--- config.mk ---
export PLATFORM = sky130hd
export DESIGN_NAME = fetch_unit_flat
export DESIGN_NICKNAME = d
export VERILOG_FILES = /design/src/rtl/fetch_unit_if.sv /design/src/rtl/fetch_unit.sv /design/src/flat_wrapper.sv
export SDC_FILE = /design/constraint.sdc
export NUM_CORES = 1
export LEC_CHECK = 0
export ABC_AREA = 1
export CORE_MARGIN = 3
export CORE_UTILIZATION = 38
export DETAILED_ROUTE_END_ITERATION = 8
export PLACE_DENSITY = 0.75
export SLEW_MARGIN = 0
export SYNTH_ARGS = -nofsm -noshare
export SYNTH_HDL_FRONTEND = slang
export SYNTH_SLANG_ARGS = --single-unit
--- constraint.sdc ---
create_clock -name clk -period 1.85 [get_ports clk]
set_input_delay 0.185 -clock clk [delete_from_list [all_inputs] [get_ports clk]]
set_output_delay 0.185 -clock clk [all_outputs]
set_load 0.05 [all_outputs]
--- src/rtl/fetch_unit_if.sv ---
// fetch_unit_if: byte-wide shared memory port between the fetch unit
// (master) and the memory (slave).
//   mem_addr  : request address (master -> slave)
//   mem_req   : request valid, held until mem_ack (master -> slave)
//   mem_we    : store strobe (master -> slave)
//   mem_wdata : store data (master -> slave)
//   mem_ack   : request completes this cycle (slave -> master)
//   mem_rdata : load data, valid with mem_ack (slave -> master)
interface fetch_unit_if #(
  parameter int ADDR_W = 16
);
  logic [ADDR_W-1:0] mem_addr;
  logic              mem_req;
  logic              mem_we;
  logic [7:0]        mem_wdata;
  logic              mem_ack;
  logic [7:0]        mem_rdata;

  modport master (
    output mem_addr, mem_req, mem_we, mem_wdata,
    input  mem_ack, mem_rdata
  );

  modport slave (
    input  mem_addr, mem_req, mem_we, mem_wdata,
    output mem_ack, mem_rdata
  );
endinterface

--- src/rtl/fetch_unit.sv ---
// fetch_unit: instruction fetch and memory sequencer.
// Holds the PC, fetches one byte-wide instruction per step over the shared
// memory port, presents it on instr and pulses exec for one cycle. In the
// exec cycle the controller may request a data load/store (performed on the
// same port before the next fetch) and/or a jump.
// Ports:
//   clk, rst   : clock, synchronous active-high reset
//   bus        : memory port (fetch_unit_if.master)
//   instr      : instruction register
//   exec       : one-cycle pulse, instr is new
//   data_fetch, data_we, data_addr, data_wdata : data access request (EXEC only)
//   data_rdata : last loaded byte
//   data_done  : one-cycle pulse when a data access completes
//   jump, jump_addr : PC load request (EXEC only)
//   pc         : address of the next fetch
module fetch_unit #(
  parameter int                ADDR_W   = 16,
  parameter logic [ADDR_W-1:0] RESET_PC = '0
) (
  input  logic              clk,
  input  logic              rst,
  fetch_unit_if.master      bus,
  output logic [7:0]        instr,
  output logic              exec,
  input  logic              data_fetch,
  input  logic              data_we,
  input  logic [ADDR_W-1:0] data_addr,
  input  logic [7:0]        data_wdata,
  output logic [7:0]        data_rdata,
  output logic              data_done,
  input  logic              jump,
  input  logic [ADDR_W-1:0] jump_addr,
  output logic [ADDR_W-1:0] pc
);

  typedef enum logic [1:0] {
    S_IDLE,
    S_FETCH,
    S_EXEC,
    S_DATA
  } state_t;

  state_t            state;
  state_t            state_nxt;

  // Data access captured in EXEC and replayed in DATA
  logic              cap_we;
  logic [ADDR_W-1:0] cap_addr;
  logic [7:0]        cap_wdata;

  always_ff @(posedge clk) begin
    if (rst) begin
      state <= S_IDLE;
    end else begin
      state <= state_nxt;
    end
  end

  always_comb begin
    state_nxt     = state;
    bus.mem_req   = 1'b0;
    bus.mem_addr  = pc;
    bus.mem_we    = 1'b0;
    bus.mem_wdata = 8'h00;
    exec          = 1'b0;
    data_done     = 1'b0;
    case (state)
      S_IDLE: begin
        state_nxt = S_FETCH;
      end
      S_FETCH: begin
        bus.mem_req = 1'b1;
        if (bus.mem_ack) begin
          state_nxt = S_EXEC;
        end
      end
      S_EXEC: begin
        exec      = 1'b1;
        state_nxt = data_fetch ? S_DATA : S_FETCH;
      end
      S_DATA: begin
        bus.mem_req   = 1'b1;
        bus.mem_addr  = cap_addr;
        bus.mem_we    = cap_we;
        bus.mem_wdata = cap_wdata;
        if (bus.mem_ack) begin
          data_done = 1'b1;
          state_nxt = S_FETCH;
        end
      end
      default: begin
        state_nxt = S_IDLE;
      end
    endcase
  end

  // Architectural registers: PC, instruction, load result
  always_ff @(posedge clk) begin
    if (rst) begin
      pc         <= RESET_PC;
      instr      <= 8'h00;
      data_rdata <= 8'h00;
      cap_we     <= 1'b0;
    end else begin
      if (state == S_FETCH && bus.mem_ack) begin
        instr <= bus.mem_rdata;
        pc    <= pc + 1'b1;
      end
      if (state == S_EXEC) begin
        cap_we <= data_we;
        // A jump replaces the increment already applied during FETCH
        if (jump) begin
          pc <= jump_addr;
        end
      end
      if (state == S_DATA && bus.mem_ack && !cap_we) begin
        data_rdata <= bus.mem_rdata;
      end
    end
  end

  // Address and store data only matter in DATA, so they carry no reset
  always_ff @(posedge clk) begin
    if (state == S_EXEC) begin
      cap_addr  <= data_addr;
      cap_wdata <= data_wdata;
    end
  end

endmodule

--- src/flat_wrapper.sv ---
// flat-port wrapper written by rule: the top's interface ports become plain ports
module fetch_unit_flat 
#(
  parameter int                ADDR_W   = 16,
  parameter logic [ADDR_W-1:0] RESET_PC = '0
)
  (clk, rst, instr, exec, data_fetch, data_we, data_addr, data_wdata, data_rdata, data_done, jump, jump_addr, pc, bus_mem_addr, bus_mem_req, bus_mem_we, bus_mem_wdata, bus_mem_ack, bus_mem_rdata);
  fetch_unit_if #(.ADDR_W(ADDR_W)) bus_i ();
  input  logic clk;
  input  logic rst;
  output logic [7:0] instr;
  output logic exec;
  input  logic data_fetch;
  input  logic data_we;
  input  logic [ADDR_W-1:0] data_addr;
  input  logic [7:0] data_wdata;
  output logic [7:0] data_rdata;
  output logic data_done;
  input  logic jump;
  input  logic [ADDR_W-1:0] jump_addr;
  output logic [ADDR_W-1:0] pc;
  output wire logic [$bits(bus_i.mem_addr)-1:0] bus_mem_addr;
  output wire logic [$bits(bus_i.mem_req)-1:0] bus_mem_req;
  output wire logic [$bits(bus_i.mem_we)-1:0] bus_mem_we;
  output wire logic [$bits(bus_i.mem_wdata)-1:0] bus_mem_wdata;
  input wire logic [$bits(bus_i.mem_ack)-1:0] bus_mem_ack;
  input wire logic [$bits(bus_i.mem_rdata)-1:0] bus_mem_rdata;
  assign bus_mem_addr = bus_i.mem_addr;
  assign bus_mem_req = bus_i.mem_req;
  assign bus_mem_we = bus_i.mem_we;
  assign bus_mem_wdata = bus_i.mem_wdata;
  assign bus_i.mem_ack = bus_mem_ack;
  assign bus_i.mem_rdata = bus_mem_rdata;
  fetch_unit #(.ADDR_W(ADDR_W), .RESET_PC(RESET_PC)) u_core (.clk(clk), .rst(rst), .bus(bus_i), .instr(instr), .exec(exec), .data_fetch(data_fetch), .data_we(data_we), .data_addr(data_addr), .data_wdata(data_wdata), .data_rdata(data_rdata), .data_done(data_done), .jump(jump), .jump_addr(jump_addr), .pc(pc));
endmodule
==> After elaboration in Yosys (flattened, before gate mapping) <==
Cells that the tools add are included.
{ "op_classes": {"addsub": 1, "n_eq_ne": 5, "n_mux": 14, "reduce_logical": 7} }
{ "op_table": {"columns": ["op", "count"], "rows": [
  ["16-bit two-way mux", 4],
  ["16-bit by 1-bit adder with 16-bit output (second input constant)", 1],
  ["8-bit two-way mux", 1],
  ["2-bit one-hot mux with 4 select lines", 1],
  ["2-bit two-way mux", 3],
  ["1-bit two-way mux", 5],
  ["2-bit equality test (second input constant)", 2],
  ["2-bit inequality test (second input constant)", 2],
  ["1-bit logical AND", 3],
  ["2-bit by 1-bit equality test with 1-bit output (second input constant)", 1],
  ["2-bit zero test", 1],
  ["2-bit AND reduction", 1],
  ["2-bit OR reduction", 1],
  ["1-bit zero test", 1]
]} }
{ "totals": {"register_bits": 59, "in_bits": 54, "out_inout_bits": 60, "wordCells": 34} }

==> Logic depth before layout (Yosys ltp) <==
Gate-level depths: netlist (run 1).
{ "logic_depth": {"word_depth": 5, "mapped_depth": 11, "ltp_nobuf": 11} }

==> Worst setup path after synthesis (run 1) <==
OpenSTA, ideal clock, no wires.
{ "synth_timing": {"kind": "register to register", "startpoint": "register u_core.state[0]", "endpoint": "register u_core.pc[1]", "setup_ns": 0.116, "arrival_time_ns": 2.044, "t_required_ns": 1.734, "setup_slack_ns": -0.311, "stages_incl_launch_ff": 7, "path_buffers": 1, "period_less_slack_ns": 2.161, "path_cell_list": "dfxtp_1 > inv_1 > ha_1 > nand2_1 > clkbuf_1 > o211ai_1 > inv_1"} }
{ "synth_between": {"elab_chain_cells": 5, "elab_cells_between_ends": 6, "cone_classes": "eq/ne: 2; mux: 3; reduce/logical: 1"} }
{ "synth_lines": {"columns": ["element", "line", "text"], "rows": [
  ["from (decl)", "fetch_unit.sv:43", "state_t state;"],
  ["from (signal assigned)", "fetch_unit.sv:55", "state <= state_nxt;"],
  ["2-bit by 1-bit equality test with 1-bit output", "fetch_unit.sv:105", "if (state == S_FETCH && bus.mem_ack) begin"],
  ["1-bit logical AND", "fetch_unit.sv:105", null],
  ["16-bit two-way mux", "fetch_unit.sv:105", null],
  ["16-bit two-way mux", "fetch_unit.sv:112", "if (jump) begin"],
  ["16-bit two-way mux *", "fetch_unit.sv:109", "if (state == S_EXEC) begin"],
  ["to (signal assigned)", "fetch_unit.sv:107", "pc <= pc + 1'b1;"],
  ["to (signal assigned)", "fetch_unit.sv:113", "pc <= jump_addr;"],
  ["to (decl)", "fetch_unit.sv:33", "output logic [ADDR_W-1:0] pc"]
]} }
Every way passes the cells marked *; elsewhere a longest branch is shown, timed or not.
A chain may end at the register's enable or synchronous reset.

==> Worst setup path after layout (run 1) <==
{ "layout_timing": {"startpoint": "register u_core.pc[5]", "endpoint": "output port pc[5]"} }
{ "layout_lines": {"columns": ["element", "line", "text"], "rows": [
  ["to (decl)", "flat_wrapper.sv:21", "output logic [ADDR_W-1:0] pc;"]
]} }
No word-level cell between the ends.

==> out/metrics.csv, run 1 <==
metric;value;unit
status;complete, no violations;
# rows;30;
CTS tree;yes;
Tot Pwr;3.47;mW
Area growth syn-to-layout;62.4;%
Diodes inserted;0;
Final setup viols;0;
Bufs on Longest Clock Path;2;
crit-path max cell delay;0.87;ns
global-route wire length before repair;11900;um
type of the tightest min-delay check;in -> reg;
# IOs;114;
iteration-0 DRC count of the detailed router;167;
min cycle time layout;1.81;ns
Initial Util;0.395;
placed cell areas;0.00418;sq mm
maximum vdd drop;0.453;mV
largest net degree at the start of global routing;31;
worst-path fanout max;5;
most frequent cells in the layout;nand2_1 (82), clkdlybuf4s50_1 (82), nor2_1 (63);
CP Launch Type;register;
CP max stage cell;clkdlybuf4s50_1;
reg2reg setup slack;0.35;ns
vias per cell;4.52;
Final Hold Viols;0;
worst endpoint data arrival time;1.62;ns
total gr overflow;0;
CTS clk-pin slew, worst paths;0.07;ns
DRT Pass-1 Iters;4;
YS warnings;0;
Worst Setup Path Type;reg -> out;
final core area utilization;0.641;
unrepaired setup endpoints after global routing;no;
#FFs+latches synth;59;
final worst setup slack;0.0434;ns
largest delay contributor family on the critical path;buffers and inverters;
Post-DP HPWL;5730;um
IO buf count;113;
DRC Markers;0;
Syn Inst Count;343;
Power Density;789;mW/mm^2
end point of the critical path;pc[5];
design area;0.00440;sq mm
Lkg Pwr;1.99;nW
synth unique cells;25;
pre-CTS setup slack;0.251;ns
Tcrit/Tclk final;0.977;
htree depth;3;
Clock Sinks;59;
clk_lat worst skew;0.34;ns
Die Width;90.5;um
Die H;90.5;um
hold slack;0.380;ns
Post-CTS Setup Bufs;0;
via count;2565;
wirelength, routed;7460;um
CP required;1.66;ns
sequential fraction of the synthesis area;0.524;
CP endpoint kind;primary output;
CP Launch Point;u_core.pc[5];
fmax;0.554;GHz
Bufs and invs on worst path;1;
CTS buffer count;9;
post-synthesis net count;401;
max_cap viols;0;
RePlAce Congestion;0.811;
share of post-route cells with drive strength above 1;0.155;
Reg-to-Reg End;u_core.data_rdata[5];
synthesized cell area;0.00271;sq mm
non-filler instance count after layout;568;
placed cell count;551;
CP cell instances;clkdlybuf4s50_1;
Levels on crit path;1;
Final ANT Viol Nets;0;
Synth Area per Inst;7.90;sq um
total global-route track usage;0.184;
initial antenna violation count;0;
WL/cell;13.1;um
Core Area;0.00687;sq mm
nets@finish;525;
vias in the first global route;2466;
Die Area;0.00818;sq mm
setup TNS;0;ns
Worst-Margin Slew;0.670;ns
skew final;0.00576;ns
R2R cell count;7;
CTS root buffer;clkbuf_8;
worst rel slew slack;0.553;
Slew Viols, Final;0;
Reg-to-Reg Start;u_core.state[0];
[routing by layer]
metal / wire [um] / global-route usage
met1: 3140 / 0.217
met2: 3640 / 0.306
met3: 526 / 0.0583
met4: 157 / 0.0842
met5: 0 / 0
[cells in the mapped netlist]
master	count	share of area
nor3_1	1	0.0018
or2_2	1	0.0023
nand2_1	82	0.11
o211ai_1	3	0.0083
or2_1	1	0.0023
nor2_1	63	0.087
o21ai_0	30	0.055
nor2_4	1	0.0042
nand2_4	1	0.0042
edfxtp_1	24	0.27
buf_6	1	0.0042
o21ai_1	7	0.013
xor2_1	6	0.019
nor2_2	3	0.0069
a21oi_1	6	0.011
nand4_1	5	0.012
inv_1	40	0.055
nor2_8	1	0.0074
dfxtp_1	35	0.26
buf_2	7	0.013
nand2_2	1	0.0023
nand3_1	13	0.024
clkbuf_1	4	0.0055
ha_1	4	0.018
inv_2	3	0.0042
[worst min-delay path by stage]
| stage | start | slack, ns | cells after the start | end |
|---|---|---|---|---|
| after global routing | data_addr[12] | 0.38 | 1 | u_core.cap_addr[12] |
| after global placement | u_core.instr[7] | 0.46 | 2 | u_core.instr[7] |
| after detailed placement | u_core.instr[3] | 0.48 | 2 | u_core.instr[3] |
| after CTS | data_we | 0.37 | 3 | u_core.cap_we |
| final | data_we | 0.38 | 3 | u_core.cap_we |
| after floorplan | data_addr[0] | 0.28 | 0 | u_core.cap_addr[0] |
[final cells by class]
type / count / area, sq um
Fill cell: 580 / 2470
Timing Repair Buffer: 125 / 1430
Sequential cell: 59 / 1420
Multi-Input combinational cell: 229 / 1080
Inverter: 43 / 165
Clock buffer: 9 / 124
Tap cell: 96 / 120
Clock inverter: 7 / 52.6
[cells by family after synthesis]
family                     after synthesis  share of synthesized area
AOI/OAI and AO/OA                       46                     0.0877
xor gates and xnor gates                 6                     0.0194
adders and majority gates                4                     0.0185
buffers and inverters                   55                     0.0822
DFF                                     59                      0.524
and+or+nand+nor                        173                      0.268
[what timing repair did]
action,CTS,global route
pin swaps,0,0
endpoints found under the setup margin,8,10
resized for setup,5,3
cloned,0,1
hold buffers,0,0
endpoints found under the hold margin,0,0
[registers in the layout, indices dropped and copies added, names as in the netlist]
register	count
u_core.cap_addr	16
u_core.state	2
u_core.data_rdata	8
u_core.instr	8
u_core.cap_wdata	8
u_core.pc	16
u_core.cap_we	1
[power by group]
part / leakage (nW) / internal, mW / switching, mW
logic: 1.39 / 0.387 / 0.555
clock network: 0.0940 / 0.492 / 0.543
registers: 0.504 / 1.44 / 0.0560
Power figures use the tool's default switching activity.
==> run 2: changes to the inputs <==
- TNS_END_PERCENT: default -> 10
==> run 2 against run 1 <==
Core utilization is the same. Register-to-register slack is essentially flat. Sequential share of layout area is the same. Critical path depth is the same. Sequential cell count is the same. Clock-buffer cell count is the same. Power is essentially flat. Wire length shrank 0.35%. Clock skew grew 0.0011 ns. Global-route usage is essentially flat. Combinational power is essentially flat. Via count shrank 0.23%.
==> out/metrics.csv, run 2 (same netlist as run 1, synthesis figures left out) <==
metric;value;unit;change
min cycle time layout;1.81;ns;about the same
Final ANT Viol Nets;0;;unchanged
CTS Hold Bufs;0;;unchanged
CTS buffer count;9;;unchanged
CTS tree;yes;;unchanged
maximum vdd drop;0.453;mV;about the same
via count;2559;;was 2565
crit-path max cell delay;0.87;ns;about the same
global-route wire length before repair;11900;um;about the same
non-filler instance count after layout;568;;unchanged
Initial Util;0.395;;unchanged
Worst Setup Path Type;reg -> out;;unchanged
share of post-route cells with drive strength above 1;0.155;;unchanged
Final Hold Viols;0;;unchanged
CP max stage cell;clkdlybuf4s50_1;;unchanged
fmax;0.553;GHz;was 0.554 GHz
IO buf count;113;;unchanged
CP cell instances;clkdlybuf4s50_1;;unchanged
Die Area;0.00818;sq mm;unchanged
Die H;90.5;um;unchanged
CP endpoint kind;primary output;;unchanged
Top Registers;u_core.cap_addr: 16 flops, u_core.pc: 16 flops;;unchanged
CTS clk-pin slew, worst paths;0.07;ns;about the same
Post-DP HPWL;5730;um;unchanged
# rows;30;;unchanged
wirelength, routed;7440;um;was 7460 um
CP Launch Type;register;;unchanged
DRT Pass-1 Iters;4;;unchanged
largest delay contributor family on the critical path;buffers and inverters;;unchanged
Lkg Pwr;1.99;nW;unchanged
unrepaired setup endpoints after global routing;no;;unchanged
CP required;1.66;ns;about the same
Core Area;0.00687;sq mm;unchanged
Top Layer Used;met4;;unchanged
max_cap viols;0;;unchanged
Diodes inserted;0;;unchanged
Slew Viols, Final;0;;unchanged
DRT met1 WL;3200;um;was 3140 um
# IOs;114;;unchanged
design area;0.00440;sq mm;unchanged
worst endpoint data arrival time;1.62;ns;about the same
Worst-Margin Slew;0.679;ns;was 0.670 ns
vias in the first global route;2465;;was 2466
type of the tightest min-delay check;in -> reg;;unchanged
CTS root buffer;clkbuf_8;;unchanged
skew final;0.00687;ns;was 0.00576 ns
total global-route track usage;0.184;;about the same
Tcrit/Tclk final;0.977;;about the same
met3 wire len;466;um;was 526 um
most frequent cells in the layout;nand2_1 (82), clkdlybuf4s50_1 (82), nor2_1 (63);;unchanged
clk_lat worst skew;0.34;ns;about the same
htree depth;3;;unchanged
iteration-0 DRC count of the detailed router;166;;was 167
Bufs and invs on worst path;1;;unchanged
Power Density;790;mW/mm^2;was 789 mW/mm^2
nets@finish;525;;unchanged
WL/cell;13.1;um;about the same
placed cell count;551;;unchanged
total gr overflow;0;;unchanged
Post-CTS Setup Bufs;0;;unchanged
vias per cell;4.51;;was 4.52
Die Width;90.5;um;unchanged
Clock Sinks;59;;unchanged
placed cell areas;0.00418;sq mm;unchanged
initial antenna violation count;0;;unchanged
RePlAce Congestion;0.811;;unchanged
setup TNS;0;ns;unchanged
largest net degree at the start of global routing;31;;unchanged
final core area utilization;0.641;;unchanged
worst-path fanout max;5;;unchanged
Bufs on Longest Clock Path;2;;unchanged
hold slack;0.378;ns;was 0.380 ns
worst rel slew slack;0.547;;was 0.553
DRC Markers;0;;unchanged
Final setup viols;0;;unchanged
status;complete, no violations;;unchanged
metal2 WL;3620;um;was 3640 um
Area growth syn-to-layout;62.4;%;unchanged
-- run 2: cell counts in the layout (fill, tap and decap cells not counted) --
Identical to the previous run, type by type.
-- run 2: per-layer routing --
metal	vias to the layer above	track usage
met5	-	0
met4	0	0.0842
met3	12	0.0583
met2	78	0.306
met1	1139	0.217
li1	1330	-
-- run 2: what timing repair did --
action | in CTS | in global routing
setup endpoints to repair | 8 | 17
cloned | 0 | 1
resized for setup | 1 | 7
-- run 2: power by group --
| group | total (mW) | internal [mW] | leakage [nW] | switching, mW |
|---|---|---|---|---|
| combinational | 0.941 | 0.387 | 1.39 | 0.554 |
| sequential | 1.50 | 1.44 | 0.504 | 0.0559 |
| clock | 1.04 | 0.492 | 0.0940 | 0.545 |
-- run 2: layout make-up --
cell class	instances	area, sq um
clock buffers	9	124
clock inverters	7	52.6
fillers	578	2470
inverters	43	165
multi-input cells	229	1080
flip-flops and latches	59	1420
well taps	96	120
repair buffers	125	1430
-- run 2: through the flow --
stage | power (mW) | setup WS [ns]
finish | 3.48 | 0.0428
global route | 3.63 | 0.00406
CTS | 3.49 | -0.0309
detailed placement | 2.46 | 0.251
global placement | 2.44 | 0.303
floorplan | 2.02 | -0.279
-- run 2: worst register-to-register path: cells and delay by family (launching register included) --
kind / cells / cell delay [ns]
and+or+nand+nor: 7 / 0.80
DFF: 1 / 0.35
adders and majority gates: 1 / 0.19
buffers and inverters: 1 / 0.06
-- run 2: path summary, 6_finish.rpt --
check | to | cells past startpoint | slack (ns) | from
setup / recovery | pc[5] | 1 | 0.04 | u_core.pc[5]
setup reg to reg | u_core.pc[13] | 9 | 0.35 | u_core.state[1]
hold reg to reg | u_core.instr[0] | 2 | 0.49 | u_core.instr[0]
hold / removal | u_core.cap_we | 3 | 0.38 | data_we
